[config.mk]
export PLATFORM = sky130hd
export DESIGN_NAME = shift_taps_filter
export DESIGN_NICKNAME = d
export VERILOG_FILES = /design/src/rtl/shift_taps_pkg.sv /design/src/rtl/shift_taps_fifo.sv /design/src/rtl/shift_taps_filter.sv
export SDC_FILE = /design/constraint.sdc
export NUM_CORES = 1
export LEC_CHECK = 0
export BUFFER_PORTS_ARGS = -buffer_cell sky130_fd_sc_hd__buf_2
export CAP_MARGIN = 20
export CORE_MARGIN = 10
export CORE_UTILIZATION = 35
export DETAILED_ROUTE_END_ITERATION = 16
export PLACE_DENSITY = 0.5
export SLEW_MARGIN = 20
export SYNTH_ARGS = -nofsm -noshare
export SYNTH_HDL_FRONTEND = slang
export SYNTH_SLANG_ARGS = --single-unit
[constraint.sdc]
create_clock -name clk -period 3.62 [get_ports clk]
set_clock_uncertainty 0.05 [all_clocks]
set_input_delay 1.086 -clock clk [delete_from_list [all_inputs] [get_ports clk]]
set_output_delay 1.086 -clock clk [all_outputs]
set_load 0.05 [all_outputs]
[src/rtl/shift_taps_pkg.sv]
// Shared definitions for the shift-register tap filter.
//   TAP_W / COEF_W / PROD_W / PAIR_W / SUM_W : datapath widths per pipeline stage
//   coef_t   : signed 9-bit tap weight
//   sat_u8() : clamps a signed stage-3 result into the unsigned 8-bit output range
package shift_taps_pkg;

  localparam int TAP_W  = 8;
  localparam int COEF_W = 9;
  localparam int PROD_W = 18;
  localparam int PAIR_W = 19;
  localparam int SUM_W  = 20;

  typedef logic signed [COEF_W-1:0] coef_t;
  typedef logic signed [PROD_W-1:0] prod_t;
  typedef logic signed [PAIR_W-1:0] pair_t;
  typedef logic signed [SUM_W-1:0]  sum_t;

  function automatic logic [TAP_W-1:0] sat_u8(input sum_t v);
    logic [TAP_W-1:0] r;
    if (v < sum_t'(0))
      r = '0;
    else if (v > sum_t'(255))
      r = '1;
    else
      r = v[TAP_W-1:0];
    return r;
  endfunction

endpackage

[src/rtl/shift_taps_fifo.sv]
// First-word-fall-through FIFO for filtered samples.
//   i_clk, i_rst_n : clock, asynchronous active-low reset
//   i_flush        : synchronous clear of pointers and count
//   i_push, i_data : write request; accepted when not full, or when full and
//                    a pop happens in the same cycle
//   i_pop          : read request; ignored when empty
//   o_data/o_valid : head entry (zero while empty) and non-empty flag
//   o_full         : all DEPTH entries occupied
//   o_count        : current occupancy
module shift_taps_fifo #(
  parameter int W     = 8,
  parameter int DEPTH = 4,
  localparam int AW   = $clog2(DEPTH),
  localparam int CW   = AW + 1
) (
  input  logic          i_clk,
  input  logic          i_rst_n,
  input  logic          i_flush,
  input  logic          i_push,
  input  logic [W-1:0]  i_data,
  input  logic          i_pop,
  output logic [W-1:0]  o_data,
  output logic          o_valid,
  output logic          o_full,
  output logic [CW-1:0] o_count
);

  logic [W-1:0]  r_mem [DEPTH];
  logic [AW-1:0] r_wr_ptr;
  logic [AW-1:0] r_rd_ptr;
  logic [CW-1:0] r_count;

  logic w_do_pop;
  logic w_do_push;

  assign o_valid   = (r_count != '0);
  assign o_full    = (r_count == CW'(DEPTH));
  assign o_count   = r_count;
  assign o_data    = o_valid ? r_mem[r_rd_ptr] : '0;
  assign w_do_pop  = i_pop && o_valid;
  // A full FIFO still takes a write when the head leaves in the same cycle.
  assign w_do_push = i_push && (!o_full || w_do_pop);

  always_ff @(posedge i_clk) begin
    if (w_do_push) r_mem[r_wr_ptr] <= i_data;
  end

  always_ff @(posedge i_clk or negedge i_rst_n) begin
    if (!i_rst_n) begin
      r_wr_ptr <= '0;
      r_rd_ptr <= '0;
      r_count  <= '0;
    end else if (i_flush) begin
      r_wr_ptr <= '0;
      r_rd_ptr <= '0;
      r_count  <= '0;
    end else begin
      if (w_do_push) r_wr_ptr <= r_wr_ptr + 1'b1;
      if (w_do_pop)  r_rd_ptr <= r_rd_ptr + 1'b1;
      case ({w_do_push, w_do_pop})
        2'b10:   r_count <= r_count + 1'b1;
        2'b01:   r_count <= r_count - 1'b1;
        default: r_count <= r_count;
      endcase
    end
  end

endmodule

[src/rtl/shift_taps_filter.sv]
// Weighted 4-tap filter fed by a tapped shift register.
// One cycle after each shift strobe the four tap values (post-shift contents)
// enter a 3-stage pipeline: products, pairwise sums, total + round + shift +
// saturate. Results queue in an output FIFO; stall throttles the shift strobe
// so that everything in flight always fits in that FIFO.
//   clk, rst_n          : clock, asynchronous active-low reset
//   flush               : synchronous clear of fill count, pipeline, FIFO, overflow
//   shift               : shift strobe (same one the shift register sees)
//   tap_one..sr_out     : 8-bit tap values
//   stall               : upstream must hold shift low while this is high
//   out_data, out_valid : filtered sample and its valid flag
//   out_ready           : consumer ready
//   overflow            : sticky, a finished sample was dropped
//
// Output handshake: a sample transfers on every rising edge where out_valid
// and out_ready are both high. out_valid never depends on out_ready, and
// out_data is held stable while out_valid is high and out_ready is low.
module shift_taps_filter
  import shift_taps_pkg::*;
#(
  parameter int    SR_DEPTH   = 64,
  parameter coef_t COEF0      = 9'sd1,
  parameter coef_t COEF1      = 9'sd1,
  parameter coef_t COEF2      = 9'sd1,
  parameter coef_t COEF3      = 9'sd1,
  parameter int    OUT_SHIFT  = 2,
  parameter int    FIFO_DEPTH = 4
) (
  input  logic             clk,
  input  logic             rst_n,
  input  logic             flush,
  input  logic             shift,
  input  logic [TAP_W-1:0] tap_one,
  input  logic [TAP_W-1:0] tap_two,
  input  logic [TAP_W-1:0] tap_three,
  input  logic [TAP_W-1:0] sr_out,
  output logic             stall,
  output logic [TAP_W-1:0] out_data,
  output logic             out_valid,
  input  logic             out_ready,
  output logic             overflow
);

  localparam int FILL_W = $clog2(SR_DEPTH + 1);
  localparam int CNT_W  = $clog2(FIFO_DEPTH) + 1;
  localparam int OCC_W  = CNT_W + 1;

  localparam logic [FILL_W-1:0] FILL_MAX  = FILL_W'(SR_DEPTH);
  localparam logic [FILL_W-1:0] FILL_LAST = FILL_W'(SR_DEPTH - 1);
  localparam logic [OCC_W-1:0]  STALL_AT  = OCC_W'(FIFO_DEPTH - 1);
  // Half an LSB of the shifted result; zero when no shift is applied.
  localparam sum_t              ROUND     = sum_t'((2 ** OUT_SHIFT) / 2);

  logic              r_shift_q;
  logic [FILL_W-1:0] r_fill_cnt;
  logic              r_s1_v;
  logic              r_s2_v;
  logic              r_s3_v;
  logic              r_overflow;
  prod_t             r_p0, r_p1, r_p2, r_p3;
  pair_t             r_pa, r_pb;
  logic [TAP_W-1:0]  r_s3_data;

  logic              w_keep;
  sum_t              w_total;
  sum_t              w_rounded;
  sum_t              w_shifted;
  logic              w_fifo_full;
  logic [CNT_W-1:0]  w_fifo_count;
  logic              w_pop;
  logic              w_drop;
  logic [OCC_W-1:0]  w_occ;

  // The sample captured on this edge counts as shift number fill_cnt+1; the
  // window is complete once that reaches SR_DEPTH, so the SR_DEPTH-th shift
  // is the first one that produces an output.
  assign w_keep = r_shift_q && (r_fill_cnt >= FILL_LAST);

  assign w_total   = sum_t'(r_pa) + sum_t'(r_pb);
  assign w_rounded = w_total + ROUND;
  assign w_shifted = w_rounded >>> OUT_SHIFT;

  assign w_pop  = out_valid && out_ready;
  assign w_drop = r_s3_v && w_fifo_full && !w_pop;

  // Everything already committed to land in the FIFO, including the strobe
  // that is about to be sampled as shift_q.
  assign w_occ = OCC_W'(w_fifo_count) + OCC_W'(r_shift_q) + OCC_W'(r_s1_v)
               + OCC_W'(r_s2_v) + OCC_W'(r_s3_v);
  assign stall    = (w_occ >= STALL_AT);
  assign overflow = r_overflow;

  // Control: strobe delay, fill count, stage valids, sticky overflow.
  always_ff @(posedge clk or negedge rst_n) begin
    if (!rst_n) begin
      r_shift_q  <= 1'b0;
      r_fill_cnt <= '0;
      r_s1_v     <= 1'b0;
      r_s2_v     <= 1'b0;
      r_s3_v     <= 1'b0;
      r_overflow <= 1'b0;
    end else if (flush) begin
      r_shift_q  <= 1'b0;
      r_fill_cnt <= '0;
      r_s1_v     <= 1'b0;
      r_s2_v     <= 1'b0;
      r_s3_v     <= 1'b0;
      r_overflow <= 1'b0;
    end else begin
      r_shift_q <= shift;
      r_s1_v    <= w_keep;
      r_s2_v    <= r_s1_v;
      r_s3_v    <= r_s2_v;
      if (r_shift_q && (r_fill_cnt != FILL_MAX))
        r_fill_cnt <= r_fill_cnt + 1'b1;
      if (w_drop)
        r_overflow <= 1'b1;
    end
  end

  // Datapath: each stage loads only when the stage before it holds a sample.
  always_ff @(posedge clk or negedge rst_n) begin
    if (!rst_n) begin
      r_p0      <= '0;
      r_p1      <= '0;
      r_p2      <= '0;
      r_p3      <= '0;
      r_pa      <= '0;
      r_pb      <= '0;
      r_s3_data <= '0;
    end else begin
      if (r_shift_q) begin
        r_p0 <= prod_t'($signed({1'b0, tap_one}))   * prod_t'(COEF0);
        r_p1 <= prod_t'($signed({1'b0, tap_two}))   * prod_t'(COEF1);
        r_p2 <= prod_t'($signed({1'b0, tap_three})) * prod_t'(COEF2);
        r_p3 <= prod_t'($signed({1'b0, sr_out}))    * prod_t'(COEF3);
      end
      if (r_s1_v) begin
        r_pa <= pair_t'(r_p0) + pair_t'(r_p1);
        r_pb <= pair_t'(r_p2) + pair_t'(r_p3);
      end
      if (r_s2_v)
        r_s3_data <= sat_u8(w_shifted);
    end
  end

  shift_taps_fifo #(
    .W     (TAP_W),
    .DEPTH (FIFO_DEPTH)
  ) u_fifo (
    .i_clk   (clk),
    .i_rst_n (rst_n),
    .i_flush (flush),
    .i_push  (r_s3_v),
    .i_data  (r_s3_data),
    .i_pop   (w_pop),
    .o_data  (out_data),
    .o_valid (out_valid),
    .o_full  (w_fifo_full),
    .o_count (w_fifo_count)
  );

endmodule
==> results.md <==
- Post-synthesis sequential area ratio: between 50% and 60%
- Number of global-route vias before repair: around 3,800
- H-Tree Depth: 3
- Post-synth EDFFs: 32
- Sequential Power Share: a little over two fifths
- Pwr dens: just over 500 nW/um^2
- Number of cells on the worst hold path: 1
- Global placer's final weighted congestion: approximately 0.78
- Status: complete, no violations
- Syn_nets: 546
- RSZ-0062 raised after global routing: true
- Total global routing track utilization: 10.4%
- Initial Utilization: 35.6%
- Setup CP Type: reg -> out
- Max Clk Rate: 281 MHz
- Cts bufs inserted: 9
- Die height: 147 um
- Max cap viols: 0
- Worst-Skew Late Latency: around 0.35 ns
- Most common cell after layout, fill and taps aside: dfrtp_1
- Number of synthesized register bits: between 100 and 150
- TritonRoute pass-1 iters: 4
- Final Setup Violations: 0
- Core area: 15,800 um^2
- Area Growth Syn to Fin: 14.7%
- VDD IR max: 0.413 mV
- Core Rows: 46
- HPWL after DPL: roughly 8 mm
- Fin crit share: 98.3%
- Largest net degree at the start of global routing: 42
- Most used cells in the layout excluding fill and tap cells: 76 x dfrtp_1, 45 x buf_2, 38 x mux2_2, 38 x ha_1, 36 x nor2_1
- Die footprint: about 22,000 um^2
- Ports: 48
- Minimum clock period: ~3.6 ns
- Initial antenna violation count: 0
- Total gr overflow: 0
- Crit. End Element: output port
- Combinational share of power: roughly a quarter
- CTS tree: done
- Worst-path clk slew: ~0.070 ns
- DP Area: 6130 um^2
- Final ANT Viol Nets: 0
- Pint: 2.30 mW
- Hold EP: r_p3[0]
- Worst Hold Class: reg -> reg
- Final hold violation count: 0
- Worst-path maximum fanout: 2
- Net Sw Frac: a little under a third
- Final nets: between 500 and 600
- Hold wc startpoint: r_p3[0]
- Fin area: between 6000 and 7000 um^2
- WP data arrival: about 2.4 ns
- Clk pwr share: 30.4%
- Share of cells above drive strength 1: around a quarter
- DRC: 0
- Slew headroom: between 60% and 70%
- CTS root buffer: clkbuf_16
- Mapped Avg Cell Area: 12.1 um^2
- Synth Cell Area: approximately 5600 um^2
- Leakage power figure: 2.81 nW
- R2r endpoint: r_s3_data[5]
- Total Power: approximately 3.3 mW
- Setup crit start kind: flip-flop
- Critical Path RT: 2.48 ns
- Slew Limit Fails: 0
- Post-synth top flop: dfrtp_1
- Die Wd: about 150 um
- # diodes: 0
- FF-to-FF Start: r_pa[1]
- Setup Total Neg Slack: 0 ns
- Vias per cell: a little under 5
- Fillers: about 1,500
- Worst slew pin tran: around 0.56 ns
- FF-to-FF setup slack: 1.36 ns
- Ys async rst share: about 71%
- Unique masters post-synth: 54
- Clk sink count: 109
- Synth Warn #: 0
- Detailed-route via count: about 3,600
- Wire per inst: around 15 um
- P_sw: approximately 1.0 mW
- IO Port Bufs: 47
- Iter 0 DRT Violations: ~110
- First-pass GRT wire length: approximately 18 mm
- Max Root-Sink Buffers: 2
- R2r worst-path depth: 9
- Final WL: 10.7 mm
- Cells after Synth: 464
==> worst max-delay path, stage by stage (launching register included) <==
cell     delay [ns]
dfrtp_1        0.40
fa_1           0.53
inv_1          0.05
fa_2           0.33
inv_2          0.07
fa_1           0.39
inv_1          0.08
o21ai_2        0.07
buf_6          0.16
==> how the worst max path moves through the flow <==
stage / from / endpoint / slack, ns / cells past startpoint
2_1_floorplan: r_shift_q / stall / 0.12 / 7
3_3_place_gp: r_shift_q / stall / 0.35 / 8
3_5_place_dp: r_shift_q / stall / 0.32 / 8
4_1_cts: r_shift_q / stall / 0.03 / 8
5_1_grt: r_shift_q / stall / -0.07 / 8
6_report: r_shift_q / stall / 0.06 / 8
==> through the flow <==
stage,hold slack (ns),std cells,util (%),setup slack (ns)
after floorplan,0.413,464,-,0.117
final,0.461,736,40.8,0.0625
after detailed placement,0.446,720,38.7,0.320
after global routing,0.479,736,40.8,-0.0742
after CTS,0.462,736,40.7,0.0293
after global placement,0.445,720,38.7,0.351
==> synthesized netlist by cell type, drive strengths merged (3+ instances only) <==
| master | instances | area (um^2) |
|---|---|---|
| o21a | 3 | 22.5 |
| and3 | 3 | 18.8 |
| nand2b | 3 | 18.8 |
| nor2 | 36 | 135 |
| nor4b | 3 | 32.5 |
| a21oi | 23 | 126 |
| nand4 | 6 | 37.5 |
| nor3 | 5 | 25.0 |
| or3 | 5 | 31.3 |
| nor2b | 17 | 106 |
| a31oi | 9 | 56.3 |
| nand3b | 4 | 30.0 |
| mux2 | 38 | 428 |
| a21o | 3 | 22.5 |
| xor2 | 7 | 61.3 |
| mux2i | 4 | 40.0 |
| o21ai | 17 | 85.1 |
| inv | 33 | 124 |
| nand3 | 4 | 20.0 |
| buf | 6 | 32.5 |
| mux4 | 8 | 180 |
| fa | 7 | 140 |
| dfrtp | 77 | 1930 |
| nand2 | 20 | 75.1 |
| o211ai | 5 | 37.5 |
| and2 | 4 | 30.0 |
| edfxtp | 32 | 961 |
| xnor2 | 9 | 78.8 |
| ha | 38 | 475 |
| o31ai | 4 | 43.8 |
| clkbuf | 8 | 30.0 |
| a211oi | 3 | 22.5 |
==> what timing repair did <==
action                                  in CTS  in global routing
setup buffers                                1                  0
endpoints found under the setup margin       1                  1
hold buffers                                 0                  0
gates resized for setup                      4                  2
gates cloned                                 0                  0
pin swaps                                    0                  0
==> final cells by class <==
class	count	area, um^2	area share, %
tap	216	270	4.19
sequential	109	2890	44.8
multi-input combinational	308	2560	39.7
clock buffer	14	275	4.27
inverter	33	124	1.92
clock inverter	1	30.0	0.465
timing repair buffer	55	304	4.71
==> sequential cells by signal (all words and copies together) (netlist names), 2 cells and up <==
| register | count |
|---|---|
| r_pb | 9 |
| r_p0 | 8 |
| r_s3_data | 8 |
| r_p2 | 8 |
| u_fifo.o_count | 3 |
| u_fifo.r_mem | 32 |
| r_p1 | 8 |
| r_fill_cnt | 7 |
| r_pa | 9 |
| u_fifo.r_wr_ptr | 2 |
| u_fifo.r_rd_ptr | 2 |
| r_p3 | 8 |
==> power groups by stage <==
stage	Combinational [mW]	Clock, mW	Sequential, mW
floorplan	0.675	0	1.43
global placement	0.856	0	1.47
detailed placement	0.870	0	1.48
CTS	0.883	1.06	1.45
global route	0.972	1.10	1.47
finish	0.869	1.01	1.45
==> per-layer routing <==
layer / wire length (um) / global-route usage [%] / up-vias
met5: 0 / 0 / -
met4: 128 / 3.00 / 0
met3: 550 / 4.08 / 10
met2: 5120 / 17.0 / 73
met1: 4920 / 12.5 / 1767
li1: - / - / 1780
==> cell families after synthesis <==
kind of cell             count (synthesis)  synth area share [%]
adder cells (fa/ha/maj)                 45                  10.9
AND/OR/NAND/NOR                        115                  10.6
buffers and inverters                   47                  3.31
AO/OA/AOI/OAI                           82                  9.78
XOR/XNOR                                16                  2.49
flip-flops                             109                  51.3
multiplexers                            50                  11.5
Note: power is estimated with default switching activity, not from simulation.
